File: src/rtl/seq_alu_if.sv
// Request/result bundle for seq_alu: operands and opcodes in, registered result and handshake out.
interface seq_alu_if #(
  parameter int WIDTH = 8
);
  logic             start;
  logic [WIDTH-1:0] A;
  logic [WIDTH-1:0] B;
  logic             carry_in;
  logic             is_shift;
  logic [1:0]       scode;
  logic [2:0]       acode;
  logic [WIDTH-1:0] R;
  logic             zero;
  logic             carry_out;
  logic             busy;
  logic             done;

  modport master (
    output start, A, B, carry_in, is_shift, scode, acode,
    input  R, zero, carry_out, busy, done
  );

  modport slave (
    input  start, A, B, carry_in, is_shift, scode, acode,
    output R, zero, carry_out, busy, done
  );
endinterface

File: src/rtl/seq_alu.sv
// Sequential ALU: single-cycle arithmetic/logic ops and bit-serial shifts (one position per cycle).
module seq_alu #(
  parameter int WIDTH = 8
) (
  input logic       clk,
  input logic       rst,
  seq_alu_if.slave  bus
);
  localparam int SHW = $clog2(WIDTH);

  localparam logic [1:0] IDLE  = 2'd0;
  localparam logic [1:0] EXEC  = 2'd1;
  localparam logic [1:0] SHIFT = 2'd2;

  logic [1:0]       state;
  logic [WIDTH-1:0] w;
  logic [WIDTH-1:0] b_q;
  logic             cin_q;
  logic [1:0]       scode_q;
  logic [2:0]       acode_q;
  logic [SHW-1:0]   cnt;
  logic             pend;
  logic [WIDTH-1:0] r_q;
  logic             zero_q;
  logic             cout_q;
  logic             done_q;

  logic [WIDTH:0]   sum;
  logic [WIDTH-1:0] alu_res;
  logic             alu_cout;
  logic [WIDTH-1:0] sh_res;
  logic             sh_out;

  // NOTE: every always_comb output gets a default first so no path can infer a latch.
  always_comb begin
    sum      = '0;
    alu_res  = '0;
    alu_cout = 1'b0;
    case (acode_q)
      3'b000: sum = {1'b0, w} + {1'b0, b_q};
      3'b001: sum = {1'b0, w} + {1'b0, b_q} + {{WIDTH{1'b0}}, cin_q};
      3'b010: sum = {1'b0, w} + {1'b0, ~b_q} + {{WIDTH{1'b0}}, 1'b1};
      3'b011: sum = {1'b0, w} + {1'b0, ~b_q} + {{WIDTH{1'b0}}, cin_q};
      default: sum = '0;
    endcase
    case (acode_q)
      3'b100:  alu_res = w & b_q;
      3'b101:  alu_res = w | b_q;
      3'b110:  alu_res = w ^ b_q;
      3'b111:  alu_res = ~w;
      default: begin
        alu_res  = sum[WIDTH-1:0];
        alu_cout = sum[WIDTH];
      end
    endcase
  end

  always_comb begin
    sh_res = w;
    sh_out = 1'b0;
    case (scode_q)
      2'b00: begin sh_res = {w[WIDTH-2:0], 1'b0};       sh_out = w[WIDTH-1]; end
      2'b01: begin sh_res = {1'b0, w[WIDTH-1:1]};       sh_out = w[0];       end
      2'b10: begin sh_res = {w[WIDTH-1], w[WIDTH-1:1]}; sh_out = w[0];       end
      default: begin sh_res = {w[WIDTH-2:0], w[WIDTH-1]}; sh_out = w[WIDTH-1]; end
    endcase
  end

  // NOTE: all state uses non-blocking assignments so every register samples pre-edge values.
  always_ff @(posedge clk) begin
    if (rst) begin
      state   <= IDLE;
      w       <= '0;
      b_q     <= '0;
      cin_q   <= 1'b0;
      scode_q <= 2'b00;
      acode_q <= 3'b000;
      cnt     <= '0;
      pend    <= 1'b0;
      r_q     <= '0;
      zero_q  <= 1'b0;
      cout_q  <= 1'b0;
      done_q  <= 1'b0;
    end else begin
      done_q <= 1'b0;
      case (state)
        IDLE: begin
          if (bus.start) begin
            w       <= bus.A;
            b_q     <= bus.B;
            cin_q   <= bus.carry_in;
            scode_q <= bus.scode;
            acode_q <= bus.acode;
            cnt     <= bus.B[SHW-1:0];
            pend    <= 1'b0;
            state   <= bus.is_shift ? SHIFT : EXEC;
          end
        end
        EXEC: begin
          r_q    <= alu_res;
          zero_q <= (alu_res == '0);
          cout_q <= alu_cout;
          done_q <= 1'b1;
          state  <= IDLE;
        end
        SHIFT: begin
          if (cnt != '0) begin
            w    <= sh_res;
            pend <= sh_out;
            cnt  <= cnt - SHW'(1);
          end else begin
            r_q    <= w;
            zero_q <= (w == '0);
            cout_q <= pend;
            done_q <= 1'b1;
            state  <= IDLE;
          end
        end
        default: state <= IDLE;
      endcase
    end
  end

  assign bus.R         = r_q;
  assign bus.zero      = zero_q;
  assign bus.carry_out = cout_q;
  assign bus.busy      = (state != IDLE);
  assign bus.done      = done_q;
endmodule

File: src/flat_wrapper.sv
// flat-port wrapper written by rule: the top's interface ports become plain ports
module seq_alu_flat 
#(
  parameter int WIDTH = 8
)
  (clk, rst, bus_start, bus_A, bus_B, bus_carry_in, bus_is_shift, bus_scode, bus_acode, bus_R, bus_zero, bus_carry_out, bus_busy, bus_done);
  seq_alu_if #(.WIDTH(WIDTH)) bus_i ();
  input logic clk;
  input logic rst;
  input wire logic [$bits(bus_i.start)-1:0] bus_start;
  input wire logic [$bits(bus_i.A)-1:0] bus_A;
  input wire logic [$bits(bus_i.B)-1:0] bus_B;
  input wire logic [$bits(bus_i.carry_in)-1:0] bus_carry_in;
  input wire logic [$bits(bus_i.is_shift)-1:0] bus_is_shift;
  input wire logic [$bits(bus_i.scode)-1:0] bus_scode;
  input wire logic [$bits(bus_i.acode)-1:0] bus_acode;
  output wire logic [$bits(bus_i.R)-1:0] bus_R;
  output wire logic [$bits(bus_i.zero)-1:0] bus_zero;
  output wire logic [$bits(bus_i.carry_out)-1:0] bus_carry_out;
  output wire logic [$bits(bus_i.busy)-1:0] bus_busy;
  output wire logic [$bits(bus_i.done)-1:0] bus_done;
  assign bus_i.start = bus_start;
  assign bus_i.A = bus_A;
  assign bus_i.B = bus_B;
  assign bus_i.carry_in = bus_carry_in;
  assign bus_i.is_shift = bus_is_shift;
  assign bus_i.scode = bus_scode;
  assign bus_i.acode = bus_acode;
  assign bus_R = bus_i.R;
  assign bus_zero = bus_i.zero;
  assign bus_carry_out = bus_i.carry_out;
  assign bus_busy = bus_i.busy;
  assign bus_done = bus_i.done;
  seq_alu #(.WIDTH(WIDTH)) u_core (.clk(clk), .rst(rst), .bus(bus_i));
endmodule
File: config.mk
export PLATFORM = sky130hd
export DESIGN_NAME = seq_alu_flat
export DESIGN_NICKNAME = d
export VERILOG_FILES = /design/src/rtl/seq_alu_if.sv /design/src/rtl/seq_alu.sv /design/src/flat_wrapper.sv
export SDC_FILE = /design/constraint.sdc
export NUM_CORES = 1
export LEC_CHECK = 0
export CELL_PAD_IN_SITES_DETAIL_PLACEMENT = 1
export CELL_PAD_IN_SITES_GLOBAL_PLACEMENT = 2
export CORE_MARGIN = 2
export CORE_UTILIZATION = 35
export DETAILED_ROUTE_END_ITERATION = 16
export GPL_TIMING_DRIVEN = 0
export PLACE_DENSITY = 0.89
export SYNTH_ARGS = -nofsm -noshare
export SYNTH_HDL_FRONTEND = slang
export SYNTH_SLANG_ARGS = --single-unit
File: constraint.sdc
create_clock -name clk -period 5.1 [get_ports clk]
set_input_delay 0.765 -clock clk [delete_from_list [all_inputs] [get_ports clk]]
set_output_delay 0.765 -clock clk [all_outputs]
set_load 0.05 [all_outputs]
==> metrics, run 1 <==
most frequent cells in the layout=sky130_fd_sc_hd__nand2_1, sky130_fd_sc_hd__a21oi_1, sky130_fd_sc_hd__nor2_1; clock root buffer=sky130_fd_sc_hd__clkbuf_8; Final Slew Violations=0; capturing element type of the critical path=register; cell area power density=269 nW/um^2; standby leakage power=1.69 nW; worst-skew pair later-pin latency=290 ps; Finished Cell Area=4350 sq um; Tightest Pin Transition=765 ps; CTS sink cnt=39; final critical delay including setup and external delays=3780 ps; critical-path maximum fanout=9; largest net degree at the start of global routing=12; clock tree from TritonCTS=done; vias after detailed routing=3796; Setup CP Type=register to register; buffers added on ports=37; final count of negative-setup-slack endpoints=0; DRT antenna net count=0; Synth cell types=66; DP HPWL=10200 um; final worst path period share=0.741; Post-synth EDFFs=0; status=completed; vias in the first global route=3906; placement row count=37; y dimension of the die=107 um; Post-layout nets=606; final hold violations=0; Global Route Usage Sum=0.226; first-pass GRT wire length=20300 um; data arrival time of the critical path=3950 ps; initial core utilization=0.359; depth of the CTS H-tree=2; r2r endpoint=u_core.bus.zero$_SDFFE_PP0P_; class of the tightest hold or removal check=register to register; die span in x=107 um; Worst Skew=6.66 ps; hold path startpoint=u_core.bus.R[2]$_SDFFE_PP0P_; First-pass DRT Iterations=4; Final TNS setup=0 ps; DP Cell Count=670; CTS buffer count=5; count of routing violations after the opening detailed-route iteration=154; Die Outline Area=11400 sq um; critical register-to-register path startpoint=u_core.w[1]$_SDFFE_PP0P_; per-cell routed wire length=18.8 um; net count after synthesis=562; final estimated routing congestion in global placement=0.857; Final Power=1.17 mW; cell area after synthesis=3710 sq um; Worst Setup Start Kind=register; residual DRC count=0; GRT overflow=0; RSZ-0062 raised after global routing=no; Hold Worst Slack=483 ps; worst vdd ir=0.0965 mV; Post CTS Setup Buffer Count=0; register-to-register setup slack=1320 ps; sequential area share after synthesis=0.211; number of hold-repair buffers added at the cts stage=0; hold path cells=2; Cell Count, Final, Fillers Out=677; Post-synth ARST share=0; Longest Clk Path Bufs=2; DRT Wirelength=12700 um; cell count after synthesis=497; worst hold endpoint=u_core.bus.R[2]$_SDFFE_PP0P_; maxcap violations=0; cells on worst reg2reg path=11; share of layout cells above drive strength 1=0.0591; Via-to-Cell Ratio=5.61; Peak Freq=264 MHz; warning count from the yosys run=0; placed instance area=4250 sq um; Top-Level Pins=38; Syn-to-layout area delta=17.3%; antenna fix cells=0; antenna violations before repair=0; area of the core=10300 sq um; average instance area after synthesis=7.46 sq um; predominant post-synthesis flop cell=sky130_fd_sc_hd__dfxtp_1; endpoint required time on the critical path=5270 ps; clk slew on worst S/H paths=70 ps; Resized Gates After CTS=0; Rel. slew slack=0.482; count of state elements after synthesis=39
[power breakdown]
group | internal, mW | switching (mW) | total (mW) | leakage [nW]
clock | 0.143 | 0.106 | 0.249 | 0.0513
combinational | 0.220 | 0.337 | 0.557 | 1.32
sequential | 0.329 | 0.0330 | 0.362 | 0.320
total | 0.693 | 0.476 | 1.17 | 1.69
[through the flow]
stage                util  worst slack [ps]
detailed placement  0.412              1340
global placement    0.412              1410
global route        0.422              1000
finish              0.422              1320
floorplan               -              1940
CTS                 0.422              1300
[per-layer routing]
layer	part of all wire	global-route usage
met5	0	0
met4	0.024	0.0677
met3	0.034	0.0292
met2	0.49	0.401
met1	0.46	0.284
[kinds of logic after synthesis]
| kind of cell | after synthesis | synth area share |
|---|---|---|
| buffers and inverters | 70 | 0.0746 |
| DFF | 39 | 0.211 |
| AOI/OAI and AO/OA | 140 | 0.246 |
| adders and majority gates | 39 | 0.136 |
| and+or+nand+nor | 171 | 0.217 |
| muxes | 16 | 0.0641 |
| xor gates and xnor gates | 22 | 0.0520 |
[sequential cells by signal, indices dropped and copies added, names as in the netlist]
register              cells
u_core.w                  8
u_core.bus.R              8
u_core.b_q                8
u_core.scode_q            2
u_core.bus.done           1
u_core.state              2
u_core.bus.zero           1
u_core.cnt                3
u_core.cin_q              1
u_core.bus.carry_out      1
u_core.pend               1
u_core.acode_q            3
[worst max path at each step]
stage,start,endpoint,slack [ps],cells past startpoint
after floorplan,u_core.w[1]$_SDFFE_PP0P_,u_core.bus.zero$_SDFFE_PP0P_,1940,11
after global placement,u_core.w[1]$_SDFFE_PP0P_,u_core.bus.carry_out$_SDFFE_PP0P_,1410,11
after detailed placement,u_core.w[1]$_SDFFE_PP0P_,u_core.bus.carry_out$_SDFFE_PP0P_,1340,11
after CTS,u_core.w[1]$_SDFFE_PP0P_,u_core.bus.zero$_SDFFE_PP0P_,1300,11
after global routing,u_core.w[1]$_SDFFE_PP0P_,u_core.bus.zero$_SDFFE_PP0P_,1000,11
final,u_core.w[1]$_SDFFE_PP0P_,u_core.bus.zero$_SDFFE_PP0P_,1320,11
[layout make-up]
class | count | area [sq um]
fill | 1315 | 5970
multi-input combinational | 388 | 2650
clock inverter | 1 | 30.0
tap | 136 | 170
inverter | 41 | 154
sequential | 39 | 781
clock buffer | 6 | 72.6
timing repair buffer | 37 | 370
buffer | 29 | 123
[synthesized netlist by cell type (2+ instances only)]
| master | n | area share |
|---|---|---|
| sky130_fd_sc_hd__a211oi_1 | 9 | 0.018 |
| sky130_fd_sc_hd__a21o_1 | 2 | 0.0040 |
| sky130_fd_sc_hd__a21oi_1 | 53 | 0.072 |
| sky130_fd_sc_hd__a221oi_1 | 9 | 0.021 |
| sky130_fd_sc_hd__a311o_1 | 2 | 0.0054 |
| sky130_fd_sc_hd__a311oi_1 | 2 | 0.0047 |
| sky130_fd_sc_hd__a31oi_1 | 4 | 0.0067 |
| sky130_fd_sc_hd__a32oi_1 | 2 | 0.0047 |
| sky130_fd_sc_hd__and2_1 | 3 | 0.0051 |
| sky130_fd_sc_hd__buf_1 | 2 | 0.0020 |
| sky130_fd_sc_hd__buf_2 | 5 | 0.0067 |
| sky130_fd_sc_hd__clkbuf_1 | 21 | 0.021 |
| sky130_fd_sc_hd__dfxtp_1 | 39 | 0.21 |
| sky130_fd_sc_hd__fa_1 | 2 | 0.011 |
| sky130_fd_sc_hd__ha_1 | 37 | 0.12 |
| sky130_fd_sc_hd__inv_1 | 41 | 0.041 |
| sky130_fd_sc_hd__mux2_2 | 2 | 0.0061 |
| sky130_fd_sc_hd__mux2i_1 | 8 | 0.022 |
| sky130_fd_sc_hd__mux4_2 | 6 | 0.036 |
| sky130_fd_sc_hd__nand2_1 | 53 | 0.054 |
| sky130_fd_sc_hd__nand2b_1 | 3 | 0.0051 |
| sky130_fd_sc_hd__nand3_1 | 7 | 0.0094 |
| sky130_fd_sc_hd__nor2_1 | 52 | 0.053 |
| sky130_fd_sc_hd__nor2b_1 | 6 | 0.010 |
| sky130_fd_sc_hd__nor3_1 | 18 | 0.024 |
| sky130_fd_sc_hd__nor3b_1 | 2 | 0.0040 |
| sky130_fd_sc_hd__nor4_1 | 7 | 0.012 |
| sky130_fd_sc_hd__o211a_1 | 2 | 0.0054 |
| sky130_fd_sc_hd__o211ai_1 | 4 | 0.0081 |
| sky130_fd_sc_hd__o21ai_0 | 28 | 0.038 |
| sky130_fd_sc_hd__o21bai_1 | 2 | 0.0040 |
| sky130_fd_sc_hd__o31ai_1 | 3 | 0.0061 |
| sky130_fd_sc_hd__or2_2 | 4 | 0.0067 |
| sky130_fd_sc_hd__or3_1 | 4 | 0.0067 |
| sky130_fd_sc_hd__or4_4 | 2 | 0.0061 |
| sky130_fd_sc_hd__xnor2_1 | 14 | 0.033 |
| sky130_fd_sc_hd__xor2_1 | 8 | 0.019 |
[critical path: stages (launching register included)]
cell and delay (ps):
sky130_fd_sc_hd__dfxtp_1 580, sky130_fd_sc_hd__inv_1 230, sky130_fd_sc_hd__fa_1 560, sky130_fd_sc_hd__o21bai_1 290
sky130_fd_sc_hd__a21oi_1 130, sky130_fd_sc_hd__or3_1 360, sky130_fd_sc_hd__o311ai_1 230, sky130_fd_sc_hd__nand4_1 170
sky130_fd_sc_hd__a31oi_1 350, sky130_fd_sc_hd__xnor2_1 110, sky130_fd_sc_hd__a221o_1 400, sky130_fd_sc_hd__a32o_1 250
Power figures use the tool's default switching activity.
==> run 2, diff against run 1 <==
--- a/config.mk
+++ b/config.mk
@@ -8,10 +8,10 @@
 export CELL_PAD_IN_SITES_DETAIL_PLACEMENT = 1
 export CELL_PAD_IN_SITES_GLOBAL_PLACEMENT = 2
 export CORE_MARGIN = 2
-export CORE_UTILIZATION = 35
+export CORE_UTILIZATION = 30
 export DETAILED_ROUTE_END_ITERATION = 16
 export GPL_TIMING_DRIVEN = 0
-export PLACE_DENSITY = 0.89
+export PLACE_DENSITY = 0.81
 export SYNTH_ARGS = -nofsm -noshare
 export SYNTH_HDL_FRONTEND = slang
 export SYNTH_SLANG_ARGS = --single-unit
==> constraint.sdc (replaced) <==
create_clock -name clk -period 3.1 [get_ports clk]
set_input_delay 0.465 -clock clk [delete_from_list [all_inputs] [get_ports clk]]
set_output_delay 0.465 -clock clk [all_outputs]
set_load 0.05 [all_outputs]
==> run 2 against run 1 <==
Compared with the run above: the run now ends with setup timing left; flip-flop and latch count stayed put; sequential power up 63%; worst setup slack lost 1400 ps; die area increased by 16%; total power grew 91%; first-iteration DRC count increased by 38%; register-to-register slack got worse by 1400 ps; final cell count increased by 8.6%; critical path depth unchanged; global-route usage shrank 0.92 points; critical path type unchanged; largest cell class unchanged.
==> metrics, run 2 (synthesized netlist as in run 1, its figures left out) <==
status=finished with violations; failing checks=setup timing; worst-skew pair later-pin latency=280 ps; Finished Cell Area=4970 sq um; count of routing violations after the opening detailed-route iteration=213; First-pass DRT Iterations=4; maxcap violations=0; Peak Freq=313 MHz; GRT met1 Usage=0.284; final critical delay including setup and external delays=3190 ps; met3 routing resource usage after global routing=0.0300; internal power component=1.31 mW; total area of multi-input combinational cells=2950 sq um; depth of the CTS H-tree=2; Seq pwr share=0.265; die span in x=115 um; vias in the first global route=4153; CTS sink cnt=39; power spent charging and discharging nets=0.914 mW; first-pass GRT wire length=22400 um; clock root buffer=sky130_fd_sc_hd__clkbuf_16; Via-to-Cell Ratio=5.30; placed instance area=4290 sq um; clk slew on worst S/H paths=60 ps; GRT overflow=0; sequence of cells on the critical path=ha_4, fa_2, a211oi_4, nor2_2, or4b_4, o21bai_4, nand3_2, or3_4, a311o_1, o211ai_1, a21oi_1; DRT antenna net count=0; Comb pwr share=0.511; share of layout cells above drive strength 1=0.208; CTS buffer count=5; DP HPWL=10400 um; slowest stage delay, CP=530 ps; endpoint required time on the critical path=3230 ps; DRT Wirelength=14000 um; Die Outline Area=13300 sq um; y dimension of the die=115 um; Worst Skew=2.58 ps; Clock Power Share=0.225; Final Power=2.23 mW; antenna violations before repair=0; largest net degree at the start of global routing=13; Sequential cell area=815 sq um; GR Layer Usage met2=0.375; Longest Clk Path Bufs=2; Top Usage Layer GRT=met2; critical-path maximum fanout=5; Post-layout nets=631; Setup CP Type=register to register; Tightest Pin Transition=856 ps; cell area power density=448 nW/um^2; register-to-register setup slack=-90 ps; FILL cells=1460; buffers added on ports=37; class of the tightest hold or removal check=register to register; standby leakage power=1.92 nW; Worst Setup Start Kind=register; clock tree from TritonCTS=done; Syn-to-layout area delta=34.1%; final worst path period share=1.03; data arrival time of the critical path=3320 ps; final hold violations=0; most frequent cells in the layout=sky130_fd_sc_hd__nand2_1, sky130_fd_sc_hd__a21oi_1, sky130_fd_sc_hd__nor2_1; Top-Level Pins=38; Hold Worst Slack=469 ps; area of the core=12100 sq um; switching share of power=0.410; capturing element type of the critical path=register; antenna fix cells=0; final estimated routing congestion in global placement=0.841; Rel. slew slack=0.427; residual DRC count=0; setup slack after layout=-91.7 ps; vias after detailed routing=3896; Max stage delay cell, worst path=sky130_fd_sc_hd__or4b_4; final count of negative-setup-slack endpoints=2; placement row count=40; worst vdd ir=0.185 mV; Final Slew Violations=0; RSZ-0062 raised after global routing=yes; initial core utilization=0.307; Global Route Usage Sum=0.217; per-cell routed wire length=19.1 um
## run 2: layout make-up
| cell class | count | area share |
|---|---|---|
| Multi-Input combinational cell | 388 | 0.594 |
| Buffer | 29 | 0.0277 |
| Sequential cell | 39 | 0.164 |
| Timing Repair Buffer | 62 | 0.112 |
| Clock inverter | 3 | 0.00302 |
| Clock buffer | 5 | 0.0252 |
| Tap cell | 168 | 0.0423 |
| Inverter | 41 | 0.0322 |
## run 2: what timing repair did
| item | CTS | global route |
|---|---|---|
| pin swaps | 14 | 8 |
| gates resized for setup | 62 | 27 |
| hold buffers | 0 | 0 |
| buffers inserted | 21 | 4 |
| endpoints found under the setup margin | 6 | 6 |
## run 2: through the flow
| step | instances | TNS, ps | setup WS [ps] | utilization |
|---|---|---|---|---|
| 6_report | 735 | -168 | -91.7 | 0.412 |
| 2_1_floorplan | 497 | 0 | 1.47 | - |
| 3_3_place_gp | 702 | -2240 | -493 | 0.356 |
| 4_1_cts | 731 | -103 | -51.9 | 0.399 |
| 3_5_place_dp | 702 | -2430 | -504 | 0.356 |
| 5_1_grt | 735 | -592 | -188 | 0.412 |
## run 2: final timing paths
kind	startpoint	to	cells after the start
min	u_core.bus.R[2]$_SDFFE_PP0P_	u_core.bus.R[2]$_SDFFE_PP0P_	2
min reg2reg	u_core.bus.R[2]$_SDFFE_PP0P_	u_core.bus.R[2]$_SDFFE_PP0P_	2
max reg2reg	u_core.w[0]$_SDFFE_PP0P_	u_core.bus.R[6]$_SDFFE_PP0P_	11
max	u_core.w[0]$_SDFFE_PP0P_	u_core.bus.R[6]$_SDFFE_PP0P_	11
## run 2: critical path, delay by kind of cell (launching register included)
kind                       cells  cell delay, ps
and+or+nand+nor                4            1120
DFF                            1             380
AOI/OAI and AO/OA              5             930
adders and majority gates      2             610
## run 2: per-layer routing
metal  share of wire  vias up
li1                -     1903
met1            0.44     1889
met2            0.49       79
met3           0.039       25
met4           0.022        0
met5               0        -
## run 2: power by group through the flow
stage	registers (mW)	clock network (mW)	logic [mW]
after floorplan	0.632	0	0.612
after global placement	0.606	0	0.891
after detailed placement	0.608	0	0.913
after CTS	0.588	0.514	1.05
after global routing	0.597	0.531	1.24
final	0.589	0.500	1.14
==> RTL edit: new RTL, flow settings as in run 2 <==
`WIDTH` is set to 8 in 3 places; all go to 4.
--- a/src/rtl/seq_alu_if.sv
+++ b/src/rtl/seq_alu_if.sv
@@ -2,3 +2,3 @@
 interface seq_alu_if #(
-  parameter int WIDTH = 8
+  parameter int WIDTH = 4
 );
--- a/src/rtl/seq_alu.sv
+++ b/src/rtl/seq_alu.sv
@@ -2,3 +2,3 @@
 module seq_alu #(
-  parameter int WIDTH = 8
+  parameter int WIDTH = 4
 ) (
--- a/src/flat_wrapper.sv
+++ b/src/flat_wrapper.sv
@@ -3,3 +3,3 @@
 #(
-  parameter int WIDTH = 8
+  parameter int WIDTH = 4
 )
Interface: changed (resized bus_A, bus_B and bus_R); port bits go from 38 to 26. No check against the original RTL was run, so the function may have changed too.
==> RTL edit against run 2 <==
First-iteration DRC count down 71%. Largest cell class unchanged. Routed wire length down 57%. Critical path depth down 2. Power down 47%. Synthesized cell count down 45%. Sequential cell count down 13. Global-route usage down 5.4 points. Synthesized area down 42%. Design area down 48%. Worst setup slack better by 270 ps. Die area down 41%. Final cell count down 46%.
==> RTL edit: results <==
[sta]
worstMarginPinSlew_ps = 571
finalClockSkew_ps = 8.64

[setup_path]
max_stage_delay_ps = 440
rr_worst_depth = 9
cp-endpoint = "u_core.bus.zero"
critPathSlowestCell = "dfxtp_1"
startpoint = "u_core.w[2]"
cp.arrival_ps = 3130
r2r_slack_ps = 180

[drt]
met3_wirelength_um = 134
wl_mm = 6.08
firstDrtPassIters = 4
m1WireLength_mm = 3.07
drt-vias-per-instance = 5.03
drt_iter0_markers = 61

[clock_network]
cts_setup_buffers = 0
h-tree-depth = 1
cts_resized = 1
root_buffer = "clkbuf_8"
cts_made_buffers = 3
clkTransAtPathRegs_ps = 110

[placed_design]
gp_congestion = 0.806
detailed_place_hpwl_mm = 4.80

[grt]
grtUsageMet2 = 0.268
met1_usage = 0.234
grt_pass1_wl_mm = 9.80
grt_max_degree = 16
track_usage = 0.163

[synthesis]
synth_fa_ha_area_frac = 0.153
synth.distinct_cells = 51
synth.cells.most_frequent = "a21oi_1, nand2_1, nor2_1"
yosys-top-cells-area = "dfxtp_1, ha_1, a21oi_1"
syn_nets = 316
synthMuxAreaShare = 0.0802
synth_compound_area_frac = 0.192

[pwr]
ir_worst_vdd_mv = 0.173
p_seq_uw = 393
cellLeakagePower_uw = 0.00102
combPwrFrac = 0.406
swShare = 0.366

[finish]
num-fill-cells = 870
fin_nets = 345
drive_above_1_share = 0.0731

[outcome]
outcome = "completed"
==> RTL edit: cell count changes after synthesis, moves of 14 or more <==
| cell | delta |
|---|---|
| a21oi_1 | -18 |
| ha_1 | -14 |
| inv_1 | -16 |
| nand2_1 | -24 |
| nor2_1 | -25 |
| o21ai_0 | -21 |
==> RTL edit: cell type report <==
type | count | area share
tap | 96 | 0.0465
timing repair buffer | 24 | 0.0930
clock inverter | 1 | 0.0116
buffer | 14 | 0.0233
multi-input combinational | 208 | 0.571
inverter | 25 | 0.0363
sequential | 26 | 0.203
clock buffer | 3 | 0.0160
==> RTL edit: through the flow <==
step	instance area [sq um]	setup slack [ps]	power (uW)	hold WS, ps	std cells
finish	2580	182	1170	460	397
global route	2580	9.36	1250	505	397
CTS	2570	66.1	1170	466	397
detailed placement	2500	15.4	873	450	393
global placement	2500	76.7	862	445	393
floorplan	2140	456	735	441	273
